--- config.mk ---
export PLATFORM = sky130hd
export DESIGN_NAME = sat_counter
export DESIGN_NICKNAME = d
export VERILOG_FILES = /design/src/rtl/odd_even_checker_sat_counter.sv
export SDC_FILE = /design/constraint.sdc
export NUM_CORES = 1
export LEC_CHECK = 0
export CORE_AREA = 5 5 42 44
export CTS_CLUSTER_SIZE = 28
export DETAILED_ROUTE_END_ITERATION = 8
export DIE_AREA = 0 0 47 49
export PLACE_DENSITY = 0.61
export SYNTH_ARGS = -nofsm -noshare
export SYNTH_HDL_FRONTEND = slang
export SYNTH_SLANG_ARGS = --single-unit
--- constraint.sdc ---
create_clock -name clk -period 1.9 [get_ports clk]
set_input_delay 0.57 -clock clk [delete_from_list [all_inputs] [get_ports clk]]
set_output_delay 0.57 -clock clk [all_outputs]
set_load 0.01 [all_outputs]
--- src/rtl/odd_even_checker_sat_counter.sv ---
// sat_counter
// Up-counter that sticks at all-ones instead of wrapping.
// Ports:
//   clk   - rising-edge clock
//   clr   - synchronous clear, wins over inc
//   inc   - increment enable
//   count - current count value
module sat_counter #(
   parameter int W = 8
) (
   input  logic         clk,
   input  logic         clr,
   input  logic         inc,
   output logic [W-1:0] count
);

   always_ff @(posedge clk) begin
      if (clr) begin
         count <= '0;
      end else if (inc && (count != {W{1'b1}})) begin
         count <= count + W'(1);
      end
   end

endmodule

# After elaboration in Yosys (flattened, before gate mapping)
# Index checks and enable logic that the tools add are counted.
[op_classes] n_addsub=1 eq_ne=1 reduce_logical=1
[ops] operator="$add A8 B1 Y8 const B" n=1
[ops] operator="$ne A8 B8 Y1 const B" n=1
[ops] operator="$logic_and A1 B1 Y1" n=1
[totals] regBits=8 output_inout_bits=8

# Logic depth before layout (Yosys ltp)
[logic_depth] depth_word=2 ltp_mapped=4 ltp_nobuf=4

# Worst setup path before layout
# OpenSTA, ideal clock, no wires.
[synth_path] path_kind="reg-to-reg" from="register count[0]" to="register count[0]" setup_time_ps=121 arrival_time_ps=1272 slack_ps=507 stages_incl_launch_ff=5 path_buffers=0 period_less_slack_ps=1393 path_cell_list="dfxtp_1 -> ha_1 -> and3_4 -> a21boi_4 -> mux2_4"
[synth_between] elab_chain_cells=2
[synth_lines] element="start, declared" line="14" source="output logic [W-1:0] count"
[synth_lines] element="start signal, assigned" line="21" source="count <= count + W'(1);"
[synth_lines] element="branches (longest 2 deep; another with $add A8 B1 Y8)"
# Several ways; the timed one is not identified.
# A chain may end at the register's enable or synchronous reset.

# Final worst setup path
[layout_path] from="register count[2]" to="output count[2]"
# No word-level cell between the ends.

==> metrics.md <==
| Metric | Value |
|---|---|
| EDFF count, synth | 0 |
| RSZ-0062 raised after global routing | no |
| Cells along the critical path | clkdlybuf4s50_1 |
| Synth area leaders | dfxtp_1, a21oi_1, a21boi_4 |
| Area Overhead vs Synth | 34.3% |
| R2R Setup Slk | 0.48 ns |
| Cell family with most CP delay | buffers and inverters |
| DR vias | 393 |
| Avg Inst Size Synth | 9.36 um^2 |
| Cell variety after synth | 25 |
| Syn Nets | 50 |
| Initial Utilization | 30.7% |
| CP Max Fanout | 8 |
| Total of max-cap violations | 0 |
| Drt pass-1 iters | 4 |
| Most used flip-flop cell after synthesis | dfxtp_1 |
| CP arrival | 1.27 ns |
| Post-Route WL | 886 um |
| I/O Pins | 11 |
| Hold Crit Endpoint | count[3] |
| Setup TNS | 0 ns |
| Rows | 14 |
| Leading registers by flop count | count x8 |
| Sequential area share after synthesis | 37.2% |
| Die height | 49 um |
| Max reg flops | 8 |
| Final nets | 66 |
| Crit end category | output port |
| Final WS setup | 0.0553 ns |
| GRT Total Usage | 9.10% |
| Critical-path top delay cell | clkdlybuf4s50_1 |
| H-tree depth | 1 |
| Routability cong. | 0.773 |
| Root Buffer | clkbuf_4 |
| Final Setup Violations | 0 |
| Hold Fails Final Rpt | 0 |
| Hold Crit Depth | 2 |
| Longest Clk Path Bufs | 2 |
| Crit path largest cell delay | 0.59 ns |
| Final min period | 1.84 ns |
| Clock Latency Late Sink | 0.25 ns |
| Final Util | 41.3% |
| Fin crit share | 97.1% |
| Dominant cell type by area after synthesis | dfxtp_1 |
| CTS tree | built |
| Synth Warn # | 0 |
| Crit path kind | reg -> out |
| Vias in the first global route | 376 |
| Cells after synthesis | 46 |
| DP Wirelength | 655 um |
| Post-Place Setup Slack | 0.0364 ns |
| Max Slew Vio Count | 0 |
| Total CTS buffers | 3 |
| WP data required | 1.33 ns |
| Slew at the pin closest to its max-slew limit | 0.249 ns |
| Seq cells post-synth | 8 |
| Static leakage | 0.211 nW |
| Status | completed |
| Max Clk Rate | 0.542 GHz |
| Post-route DRC | 0 |
| Hold Crit Class | reg -> reg |
| Crit start category | register |
| Antenna fix cells | 0 |
| PwrDens | 587 nW/um^2 |
| FF-to-FF path depth | 4 |
| Chip Width | 47 um |
| Final ANT Viol Nets | 0 |
| Clock sinks | 8 |
| Wire length per cell | 11.7 um |
| Total power | 0.000339 W |
| Global route overflow | 0 |
| Clock transition at path regs | 0.05 ns |
| Vias per inst | 5.17 |
| Slew headroom | 83.4% |
| DR iter-0 viols | 7 |
| Clock Skew | 0.000760 ns |
| Max VDD drop | 0.322 mV |
| Post-CTS setup buffers | 0 |
| Final Cell Area | 578 um^2 |
| WP buf/inv | 1 |
| Global-route wire length before repair | 1520 um |
| HP Start | count[3] |
| Number of antenna violations at the first check in global routing | 0 |
| Largest net degree at the start of global routing | 9 |
| Top reg by flops | count |
| Reg-to-reg critical path endpoint | count[0] |
| Area post-placement | 554 um^2 |
| Levels on crit path | 1 |
| Die area | 2300 um^2 |
| Layout cells sized above 1 | 18.3% |
| Placeable Area | 1400 um^2 |
| Port buffer count | 10 |
| Mapped Area | 430 um^2 |
| RR Startpoint | count[0] |
| Yosys top cell area share | 37.2% |
| Asr flop ratio synth | 0% |
## how the worst max path moves through the flow
stage               startpoint  endpoint  slack [ns]
floorplan             count[0]  count[0]        0.51
global placement           inc  count[3]        0.06
detailed placement         inc  count[3]        0.04
CTS                   count[3]  count[3]        0.05
global route          count[2]  count[2]      0.0002
finish                count[2]  count[2]        0.06
## timing repair
item / 4_1_cts / 5_1_grt
hold endpoints to repair: 0 / 0
hold buffers: 0 / 0
setup endpoints to repair: 0 / 1
resized for setup: 0 / 1
## logic make-up after synthesis
logic type	count (synthesis)	share of synthesized area, %
multiplexers	2	5.81
AND/OR/NAND/NOR	18	24.7
buffers and inverters	2	3.49
flip-flops	8	37.2
AO/OA/AOI/OAI	15	25.9
adder cells (fa/ha/maj)	1	2.91
## layer usage
metal	GRT usage, %	share of wire [%]	vias to the layer above
met4	5.53	1.0	0
met1	11.7	50	173
met3	3.69	9.4	2
met2	12.2	40	13
li1	-	-	205
met5	0	0	-
## cells in the final DEF, fill, tap and decap left out, drive strengths merged
master | Yosys | layout
a211oi | 2 | 2
a21boi | 2 | 2
a21oi | 5 | 5
a311oi | 1 | 1
a31oi | 1 | 1
and2b | 1 | 1
and3 | 1 | 1
and4 | 2 | 2
buf | 1 | 2
clkbuf | 0 | 3
clkdlybuf4s50 | 0 | 10
dfxtp | 8 | 8
ha | 1 | 1
inv | 1 | 1
mux2 | 1 | 1
mux2i | 1 | 1
nand2 | 5 | 5
nand2b | 1 | 1
nand3 | 2 | 2
nand4 | 2 | 2
nor2 | 1 | 1
nor3 | 2 | 2
o21ai | 1 | 1
o21bai | 2 | 2
o311a | 1 | 1
or3 | 1 | 1
## synth_stat cells (2+ instances only)
library cell	n
and4_1	2
nor3_1	2
nand4_1	2
nand2_1	5
a21oi_1	5
nand3_1	2
a211oi_1	2
dfxtp_1	8
o21bai_1	2
## per-stage QoR
stage	instances	hold slack [ns]
after floorplan	46	0.514
after global placement	73	0.502
after detailed placement	73	0.497
after CTS	76	0.510
after global routing	76	0.533
final	76	0.501
## worst register-to-register path, delay by kind of cell, from the launching register on
family          cells  cell delay [ns]
simple gates        1             0.22
mux                 1             0.31
fa+ha+maj           1             0.26
compound gates      1             0.17
flops               1             0.34
## power by group
part / switching (W) / total, W / internal, W
combinational: 0.0000148 / 0.0000362 / 0.0000214
clock: 0.0000532 / 0.000125 / 0.0000720
sequential: 0.00000539 / 0.000178 / 0.000172
total: 0.0000734 / 0.000339 / 0.000266
## cell type report
cell class              instances  area [um^2]
flip-flops and latches          8          161
well taps                      16         20.0
clock buffers                   3         22.5
inverters                       1         3.75
fillers                       153          823
multi-input cells              36          255
repair buffers                 12          115
Power figures use the tool's default switching activity.
